**src/rtl/seg_display_pkg.sv**
```systemverilog
// Shared codes, segment patterns and converter state type for the seven-segment scan display.
package seg_display_pkg;

   localparam logic [3:0]  DIG_DASH  = 4'hA;
   localparam logic [3:0]  DIG_BLANK = 4'hF;
   localparam logic [15:0] OVF_LIMIT = 16'd9999;

   // Active-low, ordered {g,f,e,d,c,b,a}
   localparam logic [6:0] SEG_0     = 7'b1000000;
   localparam logic [6:0] SEG_1     = 7'b1111001;
   localparam logic [6:0] SEG_2     = 7'b0100100;
   localparam logic [6:0] SEG_3     = 7'b0110000;
   localparam logic [6:0] SEG_4     = 7'b0011001;
   localparam logic [6:0] SEG_5     = 7'b0010010;
   localparam logic [6:0] SEG_6     = 7'b0000010;
   localparam logic [6:0] SEG_7     = 7'b1111000;
   localparam logic [6:0] SEG_8     = 7'b0000000;
   localparam logic [6:0] SEG_9     = 7'b0010000;
   localparam logic [6:0] SEG_DASH  = 7'b0111111;
   localparam logic [6:0] SEG_BLANK = 7'b1111111;

   typedef enum logic [1:0] {CV_IDLE, CV_SHIFT, CV_LOAD} conv_state_e;

   function automatic logic [6:0] seg_decode(input logic [3:0] d);
      case (d)
         4'd0:     return SEG_0;
         4'd1:     return SEG_1;
         4'd2:     return SEG_2;
         4'd3:     return SEG_3;
         4'd4:     return SEG_4;
         4'd5:     return SEG_5;
         4'd6:     return SEG_6;
         4'd7:     return SEG_7;
         4'd8:     return SEG_8;
         4'd9:     return SEG_9;
         DIG_DASH: return SEG_DASH;
         default:  return SEG_BLANK;
      endcase
   endfunction

endpackage

```
**src/rtl/bin2bcd_seq.sv**
```systemverilog
// Sequential double-dabble: 16-bit binary to four BCD nibbles in 16 shift cycles plus one LOAD cycle.
module bin2bcd_seq
   import seg_display_pkg::*;
(
   input  logic             clk,
   input  logic             rst,
   input  logic             start,
   input  logic [15:0]      bin_in,
   output logic             busy,
   output logic             done,
   output logic [3:0][3:0]  bcd
);

   conv_state_e state_q, state_d;
   logic [3:0]  cnt_q, cnt_d;
   logic [15:0] bin_q, bin_d;
   logic [15:0] bcd_q, bcd_d;
   logic [15:0] adj;

   always_comb begin
      adj = bcd_q;
      for (int i = 0; i < 4; i++)
         if (bcd_q[4*i +: 4] >= 4'd5) adj[4*i +: 4] = bcd_q[4*i +: 4] + 4'd3;
   end

   always_comb begin
      state_d = state_q;
      cnt_d   = cnt_q;
      bin_d   = bin_q;
      bcd_d   = bcd_q;
      case (state_q)
         CV_IDLE: if (start) begin
            bin_d   = bin_in;
            bcd_d   = '0;
            cnt_d   = '0;
            state_d = CV_SHIFT;
         end
         CV_SHIFT: begin
            {bcd_d, bin_d} = {adj[14:0], bin_q, 1'b0};
            cnt_d = cnt_q + 4'd1;
            if (cnt_q == 4'd15) state_d = CV_LOAD;
         end
         CV_LOAD: state_d = CV_IDLE;
         default: state_d = CV_IDLE;
      endcase
   end

   always_ff @(posedge clk) begin
      if (rst) begin
         state_q <= CV_IDLE;
         cnt_q   <= '0;
         bin_q   <= '0;
         bcd_q   <= '0;
      end else begin
         state_q <= state_d;
         cnt_q   <= cnt_d;
         bin_q   <= bin_d;
         bcd_q   <= bcd_d;
      end
   end

   assign busy = (state_q != CV_IDLE);
   assign done = (state_q == CV_LOAD);
   assign bcd  = bcd_q;

endmodule

```
**src/rtl/seg_scan_display.sv**
```systemverilog
// 4-digit multiplexed common-anode display driver with once-per-frame BCD conversion.
// Optional SEG_BLANK_LEADING_ZERO_EN blanks leading zero digits at LOAD.
module seg_scan_display
   import seg_display_pkg::*;
#(
   parameter int CLK_HZ  = 100_000_000,
   parameter int SCAN_HZ = 1000
) (
   input  logic        clk,
   input  logic        rst,
   input  logic        enable,
   input  logic [15:0] value_in,
   output logic [3:0]  an,
   output logic [6:0]  seg,
   output logic        dp,
   output logic        conv_busy
);

   localparam int TICK_DIV = CLK_HZ / SCAN_HZ;
   localparam int TW       = $clog2(TICK_DIV);
   localparam logic [TW-1:0] TICK_LAST = TW'(TICK_DIV - 1);

   logic [TW-1:0]    tick_q, tick_d;
   logic [1:0]       idx_q, idx_d;
   logic             pend_q, pend_d;
   logic             ovf_q, ovf_d;
   logic [3:0][3:0]  dig_q, dig_d;
   logic [3:0]       an_q, an_d;
   logic [6:0]       seg_q, seg_d;
   logic             tick, frame_start, upd;
   logic             busy, done;
   logic [3:0][3:0]  bcd;

   assign tick        = enable && (tick_q == TICK_LAST);
   // pend_q marks "first tick after enable/reset still owed a frame start"
   assign frame_start = tick && (idx_q == 2'd3 || pend_q);
   assign upd         = enable && (tick || pend_q);

   bin2bcd_seq u_conv (
      .clk    (clk),
      .rst    (rst),
      .start  (frame_start),
      .bin_in (value_in),
      .busy   (busy),
      .done   (done),
      .bcd    (bcd)
   );

   always_comb begin
      tick_d = !enable ? '0 : (tick ? '0 : tick_q + 1'b1);
      idx_d  = !enable ? 2'd0 : (tick ? idx_q + 2'd1 : idx_q);
      pend_d = !enable ? 1'b1 : (tick ? 1'b0 : pend_q);
      ovf_d  = (frame_start && !busy) ? (value_in > OVF_LIMIT) : ovf_q;
      dig_d  = dig_q;
      if (done) begin
         if (ovf_q) begin
            dig_d = {4{DIG_DASH}};
         end else begin
            dig_d = bcd;
`ifdef SEG_BLANK_LEADING_ZERO_EN
            for (int i = 3; i >= 1; i--) begin
               if (bcd[i] != 4'd0) break;
               dig_d[i] = DIG_BLANK;
            end
`endif
         end
      end
      an_d  = an_q;
      seg_d = seg_q;
      if (!enable) begin
         an_d  = 4'hF;
         seg_d = SEG_BLANK;
      end else if (upd) begin
         an_d  = ~(4'b0001 << idx_d);
         seg_d = seg_decode(dig_q[idx_d]);
      end
   end

   always_ff @(posedge clk) begin
      if (rst) begin
         tick_q <= '0;
         idx_q  <= '0;
         pend_q <= 1'b1;
         ovf_q  <= 1'b0;
         dig_q  <= '0;
         an_q   <= 4'hF;
         seg_q  <= SEG_BLANK;
      end else begin
         tick_q <= tick_d;
         idx_q  <= idx_d;
         pend_q <= pend_d;
         ovf_q  <= ovf_d;
         dig_q  <= dig_d;
         an_q   <= an_d;
         seg_q  <= seg_d;
      end
   end

   assign an        = an_q;
   assign seg       = seg_q;
   assign dp        = 1'b1;
   assign conv_busy = busy;

endmodule

```
**config.mk**
```make
export PLATFORM = sky130hd
export DESIGN_NAME = seg_scan_display
export DESIGN_NICKNAME = d
export VERILOG_FILES = /design/src/rtl/seg_display_pkg.sv /design/src/rtl/bin2bcd_seq.sv /design/src/rtl/seg_scan_display.sv
export SDC_FILE = /design/constraint.sdc
export NUM_CORES = 1
export LEC_CHECK = 0
export ABC_AREA = 1
export CORE_ASPECT_RATIO = 2
export CORE_MARGIN = 5
export CORE_UTILIZATION = 50
export CTS_CLUSTER_DIAMETER = 200
export CTS_CLUSTER_SIZE = 25
export DETAILED_ROUTE_END_ITERATION = 10
export GPL_ROUTABILITY_DRIVEN = 1
export PLACE_DENSITY = 0.75
export REMOVE_ABC_BUFFERS = 1
export SYNTH_ARGS = -nofsm -noshare
export SYNTH_HDL_FRONTEND = slang
export SYNTH_SLANG_ARGS = --single-unit
```
**constraint.sdc**
```tcl
create_clock -name clk -period 2.5 [get_ports clk]
set_input_delay 0.375 -clock clk [delete_from_list [all_inputs] [get_ports clk]]
set_output_delay 0.375 -clock clk [all_outputs]
set_load 0.01 [all_outputs]
```
==> flow_metrics.tcl <==
set metrics [dict create \
    outcome "complete, no violations" \
    regToRegSetupSlack_ps 200 \
    pwr-share-comb_pct 4.0 \
    finalSetupViolations 0 \
    cts_buffers 9 \
    grt_overflow 0 \
    finalCritPeriodShare_pct 92.1 \
    drc 0 \
    post_cts_buffers 0 \
    num_rows 48 \
    port_buffers 30 \
    dp_hpwl_mm 7.26 \
    clk_pin_slew_worst_paths_ps 70 \
    critPathRequiredTime_ps 2740 \
    drt_iter0_markers 163 \
    report.final.hold_viol_count 0 \
    grt_max_degree 32 \
    cp_slowest_cell "dfxtp_1" \
    synth_edf_count 0 \
    grt_util_all_layers_pct 19.3 \
    crit_chain "ha_1, nand2_1, inv_2, nand2_2, nor2_4, buf_4, a21oi_2, nor2_4, nand2_1, nand3_1, nand2_1, inv_1, ha_1, nand2_1, nand2_1, nand2_1, nand2_1, nand2_1, nand2_1" \
    holdBufCountCts 0 \
    antenna_found_initial 0 \
    async_reset_ff_share_pct 0 \
    seq_power_share_pct 46.9 \
    clk_latency_ps 350 \
    reg2reg_depth 19 \
    rsz0062_at_grt "false" \
    drv_slew 0 \
    path_common_cell "nand2_1" \
    placed_cells 715 \
    yosysTopAreaCellShare_pct 40.0 \
    reg2reg_to "seg[3]$_SDFFE_PP1P_" \
    crit_fanout 5 \
    path_class "register to register" \
    critPathBufInv 3 \
    gp_congestion 0.844 \
    cts_resized 0 \
    die_h_um 141 \
    avgSynthCellArea_sq_um 7.38 \
    power_density_nw_per_um2 573 \
    synth_top_flop_cell "dfxtp_1" \
    syn_to_final_growth_pct 19.5 \
    drt_wl_total_mm 9.67 \
    min_period_ps 2300 \
    ys_seq_area_share_pct 40.0 \
    placed_area_sq_um 4820 \
    r2r_start "tick_q[0]$_SDFF_PP0_" \
    skew_ps 8.42 \
    synth_cells 584 \
    hp-class "register to register" \
    ant_nets 0 \
    finalNetCount 659 \
    worstHoldStart "tick_q[0]$_SDFF_PP0_" \
    yosysWarnings 0 \
    worstSetupStartpointType "register" \
    whs_endpoint "tick_q[0]$_SDFF_PP0_" \
    finish.cell_count_without_fillers 731 \
    n_antenna_cell 0 \
    max_freq_mhz 434 \
    maxCapViolCount 0 \
    grt_pass1_vias 3762 \
    cts_tree "built" \
    leakage_nw 2.00 \
    p_clk_share_pct 49.1 \
    netlist_area_sq_um 4310 \
    coreArea_sq_um 8530 \
    p_int_mw 2.32 \
    cp.arrival_ps 2550 \
    tns_ps 0 \
    whs_path_depth 1 \
    ys_types 41 \
    cts_root_buf "clkbuf_16" \
    postLayoutCellArea_sq_um 5150 \
    end_kind "register" \
    drive_gt1_share_pct 12.7 \
    synth.largest_area_cell "dfxtp_1" \
    design.die.area_sq_um 10700 \
    dieWidth_um 75.6 \
    vias 3954 \
    peakVddDrop_v 0.000488 \
    synth_area_leaders "dfxtp_1 40%, nand2_1 13%, nand3_1 5.0%" \
    netSwitchingFraction_pct 21.4 \
    grt_pass1_wl_mm 16.1 \
    boundaryPins 32 \
    slowest_delay_ps 350 \
    cts.sinks 86 \
    h-tree-depth 3 \
    ys_ff_latch 86 \
    firstDrtPassIters 4 \
    avgRoutedWirePerCell_um 13.2 \
    fin_util_pct 60.4 \
    start_util_pct 50.5 \
    avgViaCountPerCell 5.41 \
    path_delay_family "simple AND/OR/NAND/NOR gates" \
    clockBufferDepth 2 \
    p_switching_mw 0.633 \
]
[synthesized netlist by cell type, types with 2 or more instances]
master / number
o21bai_1: 3
nor2_4: 3
nand3_2: 7
and3_1: 2
nand4_1: 10
ha_1: 14
o211ai_1: 5
clkbuf_1: 20
nor3b_1: 4
o21ai_0: 40
nand2_2: 6
o21ai_1: 2
nor3_1: 11
nand3_4: 4
a21oi_1: 35
nor2_2: 3
nand3_1: 43
buf_2: 3
xor2_1: 5
inv_2: 3
o21ai_2: 2
inv_1: 56
clkinv_1: 2
dfxtp_1: 86
nand2_1: 144
nand2_4: 4
a31oi_1: 23
nor2_8: 2
nor2_1: 30
[worst max path at each step]
stage	start	end	slack [ps]	cells after the start
3_5_place_dp	enable	seg[3]$_SDFFE_PP1P_	-70	17
4_1_cts	tick_q[0]$_SDFF_PP0_	seg[3]$_SDFFE_PP1P_	160	19
3_3_place_gp	enable	seg[3]$_SDFFE_PP1P_	-7	17
2_1_floorplan	u_conv.state_q[0]$_SDFFE_PP0P_	u_conv.bcd[12]$_SDFFE_PP0P_	-860	7
5_1_grt	tick_q[0]$_SDFF_PP0_	seg[3]$_SDFFE_PP1P_	3	20
6_report	tick_q[0]$_SDFF_PP0_	seg[3]$_SDFFE_PP1P_	200	19
[power groups by stage]
stage	sequential (mW)	clock, mW	combinational [mW]
6_report	1.38	1.45	0.118
2_1_floorplan	1.42	0	0.0347
3_3_place_gp	1.42	0	0.117
3_5_place_dp	1.42	0	0.119
4_1_cts	1.39	1.48	0.119
5_1_grt	1.39	1.54	0.130
[final cells by class]
cell class                 instances  area [sq um]
fill                             792          3380
sequential                        86          1720
clock inverter                     7          97.6
clock buffer                       9           225
inverter                          61           229
timing repair buffer              56           495
tap                              100           125
multi-input combinational        412          2260
[sequential cells by signal, indices dropped and copies added (netlist names), 2 cells and up]
name / flops
tick_q: 17
dig_q: 16
u_conv.bcd: 16
u_conv.bin_q: 16
seg: 7
an: 4
u_conv.cnt_q: 4
idx_q: 2
u_conv.state_q: 2
[routing by layer]
metal / wire, um / vias up / track usage, %
li1: - / 2019 / -
met1: 3560 / 1836 / 18.5
met2: 5450 / 74 / 35.6
met3: 326 / 25 / 3.83
met4: 338 / 0 / 11.2
met5: 0 / - / 0
[per-stage QoR]
step	setup slack, ps	hold slack (ps)	total power, mW
floorplan	-858	418	1.46
global route	2.60	466	3.05
finish	197	448	2.95
global placement	-6.80	431	1.53
CTS	157	455	2.98
detailed placement	-67.4	439	1.54
[logic make-up (layout without fill, tap and decap cells)]
| group | Yosys count | after routing | synth area share, % |
|---|---|---|---|
| flops | 86 | 86 | 40.0 |
| xor+xnor | 6 | 6 | 1.22 |
| simple gates | 277 | 277 | 32.1 |
| compound gates | 114 | 114 | 14.8 |
| other cells | 1 | 1 | 0.0870 |
| fa+ha+maj | 14 | 14 | 4.07 |
| buf+inv | 86 | 133 | 7.84 |
[cells in the final DEF, fill, tap and decap left out, types with 3 or more instances in the layout]
| master | instances |
|---|---|
| a21oi_1 | 35 |
| a31oi_1 | 23 |
| buf_4 | 26 |
| clkbuf_16 | 9 |
| clkdlybuf4s50_1 | 30 |
| dfxtp_1 | 86 |
| ha_1 | 14 |
| inv_1 | 56 |
| inv_2 | 3 |
| nand2_1 | 144 |
| nand2_2 | 6 |
| nand2_4 | 4 |
| nand3_1 | 43 |
| nand3_2 | 7 |
| nand3_4 | 4 |
| nand4_1 | 10 |
| nor2_1 | 29 |
| nor2_2 | 3 |
| nor2_4 | 4 |
| nor3_1 | 11 |
| nor3b_1 | 4 |
| o211ai_1 | 5 |
| o21ai_0 | 40 |
| o21bai_1 | 3 |
| xor2_1 | 5 |
Note: power is estimated with default switching activity, not from simulation.
